**config.mk**
```make
export PLATFORM = sky130hd
export DESIGN_NAME = monitor_read_responder
export DESIGN_NICKNAME = d
export VERILOG_FILES = /design/src/rtl/monitor_read_responder.sv
export SDC_FILE = /design/constraint.sdc
export NUM_CORES = 1
export LEC_CHECK = 0
export ABC_AREA = 0
export BUFFER_PORTS_ARGS = -buffer_cell sky130_fd_sc_hd__buf_2
export CORE_MARGIN = 2
export CORE_UTILIZATION = 58
export CTS_CLUSTER_DIAMETER = 40
export DETAILED_ROUTE_END_ITERATION = 16
export PLACE_DENSITY = 0.9
export SLEW_MARGIN = 15
export SYNTH_ARGS = -nofsm -noshare
export SYNTH_HDL_FRONTEND = slang
export SYNTH_SLANG_ARGS = --single-unit
```
**constraint.sdc**
```tcl
create_clock -name clk_i -period 5.07 [get_ports clk_i]
set_input_delay 1.014 -clock clk_i [delete_from_list [all_inputs] [get_ports clk_i]]
set_output_delay 1.014 -clock clk_i [all_outputs]
set_load 0.01 [all_outputs]
```
**src/rtl/monitor_read_responder.sv**
```systemverilog
// Monitor register read responder: strobes one register read and
// returns the word to the host as a SLIP-framed byte stream.
module monitor_read_responder #(
  parameter logic [7:0] RESP_GROUP = 8'h20
) (
  input  logic        clk_i,
  input  logic        rst_i,
  input  logic        cmd_valid_i,
  output logic        cmd_ready_o,
  input  logic [15:0] cmd_addr_i,
  output logic        read_en_o,
  output logic [15:0] addr_o,
  input  logic [15:0] data_in_i,
  output logic [7:0]  tx_data_o,
  output logic        tx_valid_o,
  input  logic        tx_ready_i,
  output logic        busy_o
);

  localparam logic [7:0] END     = 8'hC0;
  localparam logic [7:0] ESC     = 8'hDB;
  localparam logic [7:0] ESC_END = 8'hDC;
  localparam logic [7:0] ESC_ESC = 8'hDD;

  typedef enum logic [1:0] {
    IDLE,
    STROBE,
    CAPTURE,
    SEND
  } state_t;

  state_t      state_q;
  logic [15:0] addr_q;
  logic [15:0] data_q;
  logic [2:0]  idx_q;
  logic        esc_q;
  logic        open_q;
  logic        close_q;
  logic        read_en_q;
  logic [7:0]  tx_data_q;
  logic        tx_valid_q;

  logic [2:0]  idx_d;
  logic [7:0]  byte_d;
  logic        esc_d;
  logic [7:0]  esc2_d;
  logic        tx_fire;

  function automatic logic [7:0] pl_byte(
    input logic [2:0]  i,
    input logic [15:0] a,
    input logic [15:0] d
  );
    logic [7:0] b;
    case (i)
      3'd0:    b = RESP_GROUP;
      3'd1:    b = a[15:8];
      3'd2:    b = a[7:0];
      3'd3:    b = d[15:8];
      3'd4:    b = d[7:0];
      default: b = 8'h00;
    endcase
    return b;
  endfunction

  assign tx_fire     = tx_valid_q & tx_ready_i;
  assign cmd_ready_o = (state_q == IDLE) & ~rst_i;
  assign busy_o      = (state_q != IDLE);
  assign read_en_o   = read_en_q;
  assign addr_o      = addr_q;
  assign tx_data_o   = tx_data_q;
  assign tx_valid_o  = tx_valid_q;

  // Next payload byte to present and whether it needs an escape pair.
  always_comb begin
    idx_d  = open_q ? 3'd0 : 3'(idx_q + 3'd1);
    byte_d = pl_byte(idx_d, addr_q, data_q);
    esc_d  = (byte_d == END) || (byte_d == ESC);
    esc2_d = (pl_byte(idx_q, addr_q, data_q) == END) ? ESC_END
                                                     : ESC_ESC;
  end

  // Command/strobe/capture sequencing and framed byte emission.
  always_ff @(posedge clk_i or posedge rst_i) begin
    if (rst_i) begin
      state_q    <= IDLE;
      addr_q     <= 16'h0000;
      data_q     <= 16'h0000;
      idx_q      <= 3'd0;
      esc_q      <= 1'b0;
      open_q     <= 1'b0;
      close_q    <= 1'b0;
      read_en_q  <= 1'b0;
      tx_data_q  <= 8'h00;
      tx_valid_q <= 1'b0;
    end else begin
      read_en_q <= 1'b0;
      unique case (state_q)
        IDLE: begin
          if (cmd_valid_i) begin
            addr_q    <= cmd_addr_i;
            read_en_q <= 1'b1;
            state_q   <= STROBE;
          end
        end
        STROBE: begin
          state_q <= CAPTURE;
        end
        CAPTURE: begin
          data_q     <= data_in_i;
          idx_q      <= 3'd0;
          esc_q      <= 1'b0;
          open_q     <= 1'b1;
          close_q    <= 1'b0;
          tx_data_q  <= END;
          tx_valid_q <= 1'b1;
          state_q    <= SEND;
        end
        SEND: begin
          if (tx_fire) begin
            if (close_q) begin
              close_q    <= 1'b0;
              tx_valid_q <= 1'b0;
              state_q    <= IDLE;
            end else if (esc_q) begin
              tx_data_q <= esc2_d;
              esc_q     <= 1'b0;
            end else if (!open_q && idx_q == 3'd4) begin
              close_q   <= 1'b1;
              tx_data_q <= END;
            end else begin
              open_q    <= 1'b0;
              idx_q     <= idx_d;
              esc_q     <= esc_d;
              tx_data_q <= esc_d ? ESC : byte_d;
            end
          end
        end
        default: begin
          state_q <= IDLE;
        end
      endcase
    end
  end

endmodule

```
* Word-level counts from Yosys, hierarchy flattened
Cells that the tools add are included.
** Word-level totals
- Word-level logic and storage cells :: 87
- Bits in registers :: 50
- Input bits :: 36
- Output and inout bits :: 28
** Cells by class
- Equal/unequal tests :: 20
- Reductions and logical operators :: 14
- Bitwise logic cells :: 3
- Multiplexer cells :: 39
- $add $sub $neg :: 1
** Operator list (number)
- 8-bit case mux with 5 select lines :: 2
- 8-bit 2-to-1 mux :: 5
- 8-bit == test, second input constant :: 3
- 1-bit 2-to-1 mux :: 17
- 8-bit case mux with 2 select lines :: 1
- 3-bit 2-to-1 mux :: 5
- 3-bit by 2-bit == test with 1-bit output, second input constant :: 4
- 2-bit inequality test, second input constant :: 6
- 3-bit AND reduction :: 3
- 1-bit case mux with 2 select lines :: 4
- 2-bit case mux with 4 select lines :: 1
- 3-bit by 1-bit == test with 1-bit output, second input constant :: 2
- 3-bit == test, second input constant :: 2
- 3-bit logical NOT :: 2
- 2-bit 2-to-1 mux :: 3
- 3-bit case mux with 2 select lines :: 1
- 5-bit AND reduction :: 1
- 2-bit == test, second input constant :: 2
- 2-bit AND reduction :: 2
- 2-bit nonzero test :: 2
- 3-bit by 1-bit adder with 3-bit output, second input constant :: 1
- 1-bit AND :: 2
- 2-bit by 1-bit == test with 1-bit output, second input constant :: 1
- 2-bit logical NOT :: 1
- other kinds (4) :: 4

* Longest topological paths before layout
Gate-level depths: netlist of run 1.
- Word-level depth :: 12
- Gate-level depth with buffers :: 11
- Mapped depth without buffers :: 7

* Least setup slack after synthesis of run 1
Ideal clock, no wire load.
- Path kind :: register to register
- From :: register idx_q[0]
- To :: register esc_q
- Slack :: 2.599 ns
- Required time :: 5.002 ns
- Buffers on the path :: 3
- Period minus slack after synthesis :: 2.471 ns
- Setup time :: 0.068 ns
- Arrival :: 2.403 ns
- Cell stages (with the launch flop) :: 11
- Path through :: dfrtp_1 -> buf_2 -> buf_2 -> inv_1 -> ha_1 -> buf_2 -> and4bb_1 -> o21ai_1 -> a222oi_1 -> and2_1 -> a32o_1
** On the way
- Word-level cells in the longest chain between the ends :: 11
- Elaborated cells between the ends (all ways) :: 18
- Classes of those cells :: add/sub: 1; eq/ne: 7; mux: 7; reduce/logical: 3
** Ends and longest elaborated chain
- start: declaration :: line 35 : logic [2:0] idx_q;
- start signal: assignment :: line 133 : idx_q <= idx_d;
- 3-bit by 1-bit adder with 3-bit output :: line 76 : idx_d = open_q ? 3'd0 : 3'(idx_q + 3'd1);
- 3-bit 2-to-1 mux :: line 76
- 3-bit == test, or another cell as far along :: line 55 : case (i)
- 8-bit case mux with 5 select lines :: line 55
- 8-bit == test :: line 78 : esc_d = (byte_d == END) || (byte_d == ESC);
- 1-bit logical OR :: line 78
- 1-bit 2-to-1 mux * :: line 128 : end else if (!open_q && idx_q == 3'd4) begin
- 1-bit 2-to-1 mux * :: line 125 : end else if (esc_q) begin
- 1-bit 2-to-1 mux * :: line 121 : if (close_q) begin
- 1-bit 2-to-1 mux * :: line 120 : if (tx_fire) begin
- 1-bit case mux with 2 select lines * :: line 98 : unique case (state_q)
- end signal: assignment :: line 134 : esc_q <= esc_d;
- end: declaration :: line 36 : logic esc_q;
Every way passes the cells marked *; elsewhere a longest branch is shown, timed or not. The select of a mux whose other input is x is not followed.
A chain may end at the register's enable or synchronous reset.

* Worst setup path after layout of run 1
Same ends and word-level chain as after synthesis.

==> summary.txt, run 1 <==
Outcome
  – Status: finished, final reports clean

Flow run
  – Max-cap viol count: 0

Routing
  – DR vias/cell: approximately 6.2
  – Met1 Wirelength: 2.70 mm
  – Final WL: around 6.4 mm
  – Met3 Routed Length: about 450 µm
  – Drt first pass iters: 4
  – Top Layer Used: met4
  – Met2 WL: between 3 and 4 mm
  – Vias: 2318
  – Antenna viol nets, final: 0
  – Drc violations: 0
  – Iter 0 DRT Violations: 167
  – Avg WL per Cell: roughly 17 µm

Yosys
  – Top FF cell, synth: dfrtp_1
  – Yosys cell types: 53
  – Biggest area consumer among synthesized cells: dfrtp_1
  – Sequential area share after synthesis: between 40 and 50%
  – FF+latch count, synth: 50
  – Mapped Nets: between 300 and 400
  – Post-Syn Instances: approximately 260
  – Post-synth top area share: between 40% and 50%
  – Cell Area, Synth: between 0.002 and 0.003 mm²
  – Ranking of synthesized cells by area: dfrtp_1 45%, mux2_2 12%, ha_1 4.1%
  – Async SR Flop Fraction: 100%
  – Synth Warn #: 0
  – Post-synth EDFFs: 0
  – Syn avg cell area: 10.6 µm²

Worst setup path
  – WP data arrival: roughly 3.7 ns
  – Worst r2r src: idx_q[0]
  – Crit path required time: 5.31 ns
  – Crit-path leading delay family: flip-flops
  – Worst R2R Path Depth: 7
  – CP max-delay cell: dfrtp_1
  – Worst Path Buf+Inv: 1
  – Crit path cell chain: inv_1, ha_1, and4b_1, o21ai_1, a222oi_1, and2_1, a32o_1
  – Critical path launch point type: flop
  – Reg2Reg Setup Slack: approximately 1.6 ns
  – Setup crit end kind: flop
  – Crit path max fanout: 33
  – Worst path max stage delay: 0.90 ns
  – CP Class: flop to flop
  – RR Endpoint: esc_q

Layout
  – Layout area overhead: 14.1%
  – Final Cell Area: ~0.0032 mm²
  – Most frequent cells in the layout: 63 x buf_2, 50 x dfrtp_1, 30 x mux2_2
  – N_diodes: 0
  – Layout cells sized above 1: 32.5%
  – Commonest non-fill, non-tap cell in the layout: buf_2
  – Post-layout nets: 363
  – Fin cells: ~370
  – Fin util: 67.8%
  – Filler instances: 370

Clock tree
  – CTS clock-pin slew for the worst setup and hold paths: ~0.080 ns
  – Clock Sinks: 50
  – Clk root buf: clkbuf_8
  – Post-CTS sizing: 0
  – CTS tree: done
  – H-tree Lvls: 2
  – Num CTS Buffers: 5
  – CTS max path bufs: 2
  – Postcts setup bufs: 0
  – CTS Hold Bufs: 0
  – Clk Latency, worst-skew pair: 0.30 ns

GRT
  – First-pass GRT wire length: roughly 10 mm
  – Gr usage total: about 25%
  – Largest net degree at the start of global routing: 51
  – Initial antenna violation count: 0
  – Grt ovf: 0
  – Number of global-route vias before repair: about 2200

Floorplanning
  – Die W: about 73 µm
  – Core area: between 0.004 and 0.005 mm²
  – Initial Util: 59.4%
  – Row cnt: 25
  – Die H: between 70 and 80 µm
  – Num ports: 64
  – Die area: around 0.0053 mm²

Timing
  – Tcrit/Tclk final: roughly 67%
  – Achievable Freq: 0.292 GHz
  – Fin Setup TNS: 0 ns
  – Final setup vio count: 0
  – Fin Hold WS: 0.485 ns
  – Final min period: between 3 and 4 ns
  – Slew HR: 30.4%
  – RSZ-0062 raised after global routing: false
  – Final Hold Viols: 0
  – Slew of the pin with the lowest slew margin: approximately 1.0 ns
  – Skew final: 0.00528 ns
  – Final slew viol count: 0

Placed design
  – Post-DP HPWL: about 4.7 mm
  – Area post-placement: ~0.0031 mm²
  – I/O Buffers: 63
  – Cells after DPL: about 370
  – Routability congestion estimate: roughly 0.96

Pwr
  – Pwr Density: between 500 and 600 mW/mm²
  – VDD IR max: 0.000345 V
  – Leakage: approximately 1.4 nW

Worst hold path
  – HP Class: flop to flop
  – Hold Path Sink: tx_data_o[2]
  – Hold-critical path depth: 2
  – HP Start: tx_data_o[2]
-- flip-flops by register name, summed over array words and instances (netlist names), 2 cells and up --
| signal | flops |
|---|---|
| tx_data_o | 8 |
| addr_o | 16 |
| state_q | 2 |
| idx_q | 3 |
| data_q | 16 |
-- final cells by class --
| cell class | count | area [µm²] | area share (%) |
|---|---|---|---|
| Tap cell | 54 | 67.6 | 2.14 |
| Sequential cell | 50 | 1250 | 39.6 |
| Multi-Input combinational cell | 185 | 1400 | 44.1 |
| Clock buffer | 6 | 82.6 | 2.61 |
| Inverter | 13 | 48.8 | 1.54 |
| Timing Repair Buffer | 63 | 315 | 9.98 |
-- Yosys cell counts, drive strengths merged (4+ instances only) --
master / count
nand2: 15
a21oi: 15
buf: 8
nand3: 6
inv: 13
or3b: 4
dfrtp: 50
nand4: 5
clkbuf: 6
a22oi: 4
nor4: 4
nor2: 12
or4: 4
nand4b: 5
o21ai: 18
ha: 9
mux2: 30
-- report_power, final --
group          switching (mW)  internal (mW)  leakage, nW
clock network           0.122          0.105       0.0431
registers               0.163          0.566        0.606
logic                   0.399          0.365        0.757
total                   0.685           1.04         1.41
-- kinds of logic after synthesis --
| kind of cell | Yosys count | share of synthesized area, % |
|---|---|---|
| adders and majority gates | 9 | 4.07 |
| DFF | 50 | 45.2 |
| muxes | 30 | 12.2 |
| AOI/OAI and AO/OA | 65 | 15.5 |
| and+or+nand+nor | 81 | 18.6 |
| buffers and inverters | 27 | 4.43 |
-- worst register-to-register path: cells and delay by family, from the launching register on --
kind | cells | cell delay [ns]
compound gates | 3 | 0.85
buf+inv | 1 | 0.20
fa+ha+maj | 1 | 0.86
simple gates | 2 | 0.55
flops | 1 | 0.90
-- metrics by stage --
step	power (mW)	setup WS (ns)
finish	1.72	1.65
detailed placement	1.49	1.78
global route	1.83	1.49
CTS	1.72	1.76
global placement	1.45	1.90
floorplan	1.24	2.60
-- worst max path at each step --
stage	depth (start not counted)	end	slack (ns)	from
4_1_cts	7	esc_q	1.76	idx_q[0]
5_1_grt	7	esc_q	1.49	idx_q[0]
3_3_place_gp	7	esc_q	1.90	idx_q[0]
6_report	7	esc_q	1.65	idx_q[0]
2_1_floorplan	10	esc_q	2.60	idx_q[0]
3_5_place_dp	7	tx_data_o[0]	1.78	idx_q[0]
-- layer usage --
metal / global-route usage [%] / vias to the layer above
met4: 10.3 / 0
met1: 35.0 / 1106
met2: 38.5 / 99
met5: 0 / -
met3: 4.83 / 17
li1: - / 1096
Note: power is estimated with default switching activity, not from simulation.
==> run 2: changes to the inputs <==
--- a/config.mk
+++ b/config.mk
@@ -8,10 +8,10 @@
 export ABC_AREA = 0
 export BUFFER_PORTS_ARGS = -buffer_cell sky130_fd_sc_hd__buf_2
 export CORE_MARGIN = 2
-export CORE_UTILIZATION = 58
+export CORE_UTILIZATION = 49
 export CTS_CLUSTER_DIAMETER = 40
 export DETAILED_ROUTE_END_ITERATION = 16
-export PLACE_DENSITY = 0.9
+export PLACE_DENSITY = 0.82
 export SLEW_MARGIN = 15
 export SYNTH_ARGS = -nofsm -noshare
 export SYNTH_HDL_FRONTEND = slang
==> constraint.sdc (replaced) <==
create_clock -name clk_i -period 3.07 [get_ports clk_i]
set_input_delay 0.614 -clock clk_i [delete_from_list [all_inputs] [get_ports clk_i]]
set_output_delay 0.614 -clock clk_i [all_outputs]
set_load 0.01 [all_outputs]
==> run 2 against run 1 <==
Fmax increased by 26%. Utilization decreased by 8.7 points. Combinational power up 69%. Highest routed layer unchanged. Critical endpoint unchanged.
==> summary.txt, run 2 (synthesis gave the netlist of run 1 again) <==
Outcome
  – Status: finished, final reports clean

Layout
  – N_diodes: 0
  – Fin cells: between 300 and 400
  – Layout area overhead: 16.8%
  – Post-layout nets: between 300 and 400
  – Fin util: a little under 60%
  – Most frequent cells in the layout: 63 x buf_2, 50 x dfrtp_1, 30 x mux2_2
  – Commonest non-fill, non-tap cell in the layout: buf_2
  – Layout cells sized above 1: between 30 and 40%

Worst setup path
  – WP data arrival: slightly below 3 ns
  – Worst r2r src: idx_q[1]
  – Reg2Reg Setup Slack: approximately 0.36 ns
  – Setup crit end kind: flop
  – CP Class: flop to flop
  – Worst R2R Path Depth: 7
  – RR Endpoint: esc_q
  – Crit path max fanout: 31
  – Critical path launch point type: flop
  – Crit path required time: between 3 and 4 ns

Timing
  – Skew final: 0.00748 ns
  – RSZ-0062 raised after global routing: false
  – Achievable Freq: 0.369 GHz
  – Slew HR: roughly a third
  – Final Hold Viols: 0
  – Final slew viol count: 0
  – Final min period: around 2.7 ns
  – Slew of the pin with the lowest slew margin: ~1.0 ns
  – Final setup vio count: 0
  – Fin Hold WS: between 0.4 and 0.5 ns
  – Fin worst setup slack: approximately 0.36 ns
  – Fin Setup TNS: 0 ns
  – Tcrit/Tclk final: between 80% and 90%

Placed design
  – Routability congestion estimate: 0.919
  – Dpl ws: ~0.44 ns
  – I/O Buffers: 63
  – Cells after DPL: slightly below 400
  – Post-DP HPWL: between 4 and 5 mm

Pwr
  – Clock power frac: 15.0%
  – Switching power: ~1.1 mW
  – Pwr Density: about 900 mW/mm²
  – Pint: around 1.8 mW
  – Fraction of power consumed by sequential logic: between 40% and 50%
  – VDD IR max: 0.000440 V
  – Combinational power share: 44.2%
  – Net Sw Frac: between 30% and 40%
  – Leakage: about 1.4 nW

Routing
  – Avg WL per Cell: 16.1 µm
  – Final WL: between 6 and 7 mm
  – Iter 0 DRT Violations: a little under 300
  – Drc violations: 0
  – DR vias/cell: just under 6
  – Drt first pass iters: 4
  – Vias: ~2300
  – Antenna viol nets, final: 0

Floorplanning
  – Initial Util: between 50% and 60%
  – Die H: 79.2 µm
  – Row cnt: 27
  – Num ports: 64
  – Die W: approximately 79 µm
  – Die area: ~0.0063 mm²
  – Core area: about 0.0055 mm²

GRT
  – Initial antenna violation count: 0
  – Grt ovf: 0
  – First-pass GRT wire length: between 10 and 15 mm
  – Largest net degree at the start of global routing: just over 50
  – Number of global-route vias before repair: about 2200
  – Gr usage total: roughly a fifth

Clock tree
  – Num CTS Buffers: 5
  – Postcts setup bufs: 0
  – Clock Sinks: 50
  – Post-CTS sizing: 0
  – CTS max path bufs: 2
  – CTS Hold Bufs: 0
  – Clk Latency, worst-skew pair: 0.31 ns
  – H-tree Lvls: 2
  – CTS clock-pin slew for the worst setup and hold paths: roughly 0.09 ns
  – CTS tree: done
  – Clk root buf: clkbuf_8

Worst hold path
  – HP Start: tx_data_o[2]
  – Hold Path Sink: tx_data_o[2]
  – Hold-critical path depth: 2
  – HP Class: flop to flop

Flow run
  – Max-cap viol count: 0
run 2: worst max-delay path by stage:
stage / from / slack [ns] / end
after CTS: idx_q[1] / 0.40 / esc_q
final: idx_q[1] / 0.36 / esc_q
after detailed placement: idx_q[1] / 0.44 / esc_q
after global placement: idx_q[1] / 0.50 / esc_q
after global routing: idx_q[1] / 0.16 / tx_data_o[0]
after floorplan: idx_q[0] / 0.60 / esc_q
run 2: metal layers:
layer / wire length (µm) / vias to the layer above / GRT usage, %
met1: 2810 / 1126 / 29.3
met3: 361 / 10 / 4.09
met2: 3110 / 86 / 33.9
met4: 85 / 0 / 7.24
li1: - / 1108 / -
met5: 0 / - / 0
run 2: cell type report:
| class | instances | area [µm²] |
|---|---|---|
| inverter | 13 | 48.8 |
| multi-input combinational | 185 | 1400 |
| fill | 471 | 2240 |
| tap | 72 | 90.1 |
| timing repair buffer | 66 | 338 |
| clock buffer | 8 | 110 |
| sequential | 50 | 1250 |
run 2: metrics by stage:
stage	total power, mW	instance area [µm²]
floorplan	2.05	2770
global placement	2.43	3120
detailed placement	2.47	3120
CTS	2.92	3230
global route	3.11	3230
finish	2.91	3230
run 2: power groups by stage:
stage | clock network (mW) | registers, mW | logic [mW]
detailed placement | 0 | 1.19 | 1.28
floorplan | 0 | 1.17 | 0.872
global route | 0.478 | 1.23 | 1.40
finish | 0.438 | 1.19 | 1.29
CTS | 0.450 | 1.18 | 1.29
global placement | 0 | 1.19 | 1.24
run 2: critical path: stages, from the launching register on:
cell and delay (ns):
dfrtp_1 0.40, inv_1 0.08, ha_1 0.82, and4b_1 0.31
o21ai_1 0.08, a222oi_1 0.57, and2_1 0.23, a32o_1 0.16
==> run 3: changes to the inputs <==
--- a/config.mk
+++ b/config.mk
@@ -6,11 +6,13 @@
 export NUM_CORES = 1
 export LEC_CHECK = 0
 export ABC_AREA = 0
+export ABC_CLOCK_PERIOD_IN_PS = 3070
 export BUFFER_PORTS_ARGS = -buffer_cell sky130_fd_sc_hd__buf_2
 export CORE_MARGIN = 2
 export CORE_UTILIZATION = 49
 export CTS_CLUSTER_DIAMETER = 40
 export DETAILED_ROUTE_END_ITERATION = 16
+export MAX_ROUTING_LAYER = met4
 export PLACE_DENSITY = 0.82
 export SLEW_MARGIN = 15
 export SYNTH_ARGS = -nofsm -noshare
==> run 3 against run 2 <==
Via count shrank 1.1%. Clock power shrank 19%. Sequential cell count is the same. Clock-buffer cell count shrank 1. Highest routed layer unchanged.
==> summary.txt, run 3 (synthesis gave the netlist of run 1 again) <==
Routing
  – Drt first pass iters: 4
  – DR vias/cell: roughly 5.9
  – Vias: 2304
  – Antenna viol nets, final: 0
  – Iter 0 DRT Violations: between 150 and 200
  – Final WL: roughly 6.3 mm
  – Avg WL per Cell: about 16 µm
  – Drc violations: 0

Timing
  – RSZ-0062 raised after global routing: false
  – Skew final: between 0.009 and 0.01 ns
  – Slew HR: between 40% and 50%
  – Fin Setup TNS: 0 ns
  – Fin worst setup slack: 0.368 ns
  – Tcrit/Tclk final: 88.0%
  – Slew of the pin with the lowest slew margin: approximately 0.84 ns
  – Achievable Freq: ~0.37 GHz
  – Final setup vio count: 0
  – Final Hold Viols: 0
  – Final slew viol count: 0
  – Final min period: about 2.7 ns

Layout
  – Filler instances: 480
  – Most frequent cells in the layout: 63 x buf_2, 50 x dfrtp_1, 30 x mux2_2
  – Layout area overhead: 15.6%
  – N_diodes: 0
  – Layout cells sized above 1: 32.7%
  – Fin cells: around 390
  – Post-layout nets: between 300 and 400
  – Commonest non-fill, non-tap cell in the layout: buf_2
  – Final Cell Area: ~0.0032 mm²

Clock tree
  – Post-CTS sizing: 0
  – CTS Hold Bufs: 0
  – CTS max path bufs: 2
  – Clk root buf: clkbuf_8
  – Clk Latency, worst-skew pair: approximately 0.30 ns
  – Postcts setup bufs: 0
  – H-tree Lvls: 2
  – Num CTS Buffers: 5
  – CTS clock-pin slew for the worst setup and hold paths: ~0.090 ns
  – CTS tree: done
  – Clock Sinks: 50

Flow run
  – Max-cap viol count: 0

Worst setup path
  – Worst R2R Path Depth: 7
  – Reg2Reg Setup Slack: around 0.37 ns
  – Critical path launch point type: flop
  – Worst Path Buf+Inv: 1
  – Setup crit end kind: flop
  – RR Endpoint: esc_q
  – Crit path max fanout: 31
  – WP data arrival: 2.94 ns
  – Crit-path leading delay family: adder cells
  – CP Class: flop to flop
  – Worst path max stage delay: around 0.8 ns
  – Worst r2r src: idx_q[1]
  – Crit path cell chain: inv_1, ha_1, and4b_1, o21ai_1, a222oi_1, and2_1, a32o_1
  – CP max-delay cell: ha_1
  – Crit path required time: between 3 and 4 ns

Placed design
  – Routability congestion estimate: around 0.93
  – Post-DP HPWL: ~4.7 mm
  – Dpl ws: about 0.46 ns
  – Cells after DPL: ~390
  – Area post-placement: 0.00312 mm²
  – I/O Buffers: 63

Worst hold path
  – HP Class: primary input to asynchronous set/reset pin

GRT
  – Number of global-route vias before repair: 2191
  – Largest net degree at the start of global routing: 51
  – Initial antenna violation count: 0
  – Grt ovf: 0
  – First-pass GRT wire length: 10.4 mm
  – Gr usage total: 21.5%

Pwr
  – Leakage: around 1.4 nW
  – Pwr Total: between 2 and 3 mW
  – VDD IR max: 0.000514 V
  – Pwr Density: roughly 880 mW/mm²

Floorplanning
  – Die area: ~0.0063 mm²
  – Die W: a little under 80 µm
  – Initial Util: roughly half
  – Core area: roughly 0.0055 mm²
  – Die H: 79.2 µm
  – Row cnt: 27
  – Num ports: 64

Outcome
  – Status: finished, final reports clean
-- run 3: changes by cell type in the layout (fill, tap and decap cells not counted), sizes merged --
cell / delta
inv: -1
clkbuf: -1
clkinv: +1
-- run 3: how the worst max path moves through the flow --
stage                     startpoint  endpoint  cells after the start
after floorplan             idx_q[0]     esc_q                     10
after global placement      idx_q[1]     esc_q                      7
after detailed placement    idx_q[1]     esc_q                      7
after CTS                   idx_q[1]     esc_q                      7
after global routing        idx_q[1]     esc_q                      7
final                       idx_q[1]     esc_q                      7
-- run 3: where the power goes --
part	switching, mW	leakage, nW	internal, mW
sequential	0.253	0.606	0.936
combinational	0.672	0.773	0.609
clock	0.199	0.0383	0.157
total	1.12	1.42	1.70
-- run 3: cell type report --
| cell class | instances | area (µm²) | area share (%) |
|---|---|---|---|
| clock buffer | 7 | 76.3 | 2.38 |
| inverter | 13 | 50.0 | 1.56 |
| multi-input combinational | 185 | 1400 | 43.6 |
| sequential | 50 | 1250 | 39.1 |
| tap | 72 | 90.1 | 2.81 |
| timing repair buffer | 66 | 338 | 10.6 |
-- run 3: worst register-to-register path, stage by stage (launching register included) --
cell      delay (ns)
dfrtp_1         0.41
inv_1           0.09
ha_1            0.82
and4b_1         0.31
o21ai_1         0.08
a222oi_1        0.54
and2_1          0.23
a32o_1          0.16
-- run 3: metal layers --
| layer | track usage [%] | vias to the layer above | routed length [µm] |
|---|---|---|---|
| li1 | - | 1101 | - |
| met2 | 34.0 | 84 | 3050 |
| met3 | 4.77 | 8 | 386 |
| met1 | 27.9 | 1111 | 2820 |
| met5 | - | - | 0 |
| met4 | 6.55 | 0 | 74 |
-- run 3: per-stage QoR --
stage / util (%) / hold WS (ns)
2_1_floorplan: - / 0.490
3_3_place_gp: 57.1 / 0.465
3_5_place_dp: 57.1 / 0.467
4_1_cts: 58.5 / 0.486
5_1_grt: 58.5 / 0.531
6_report: 58.5 / 0.438
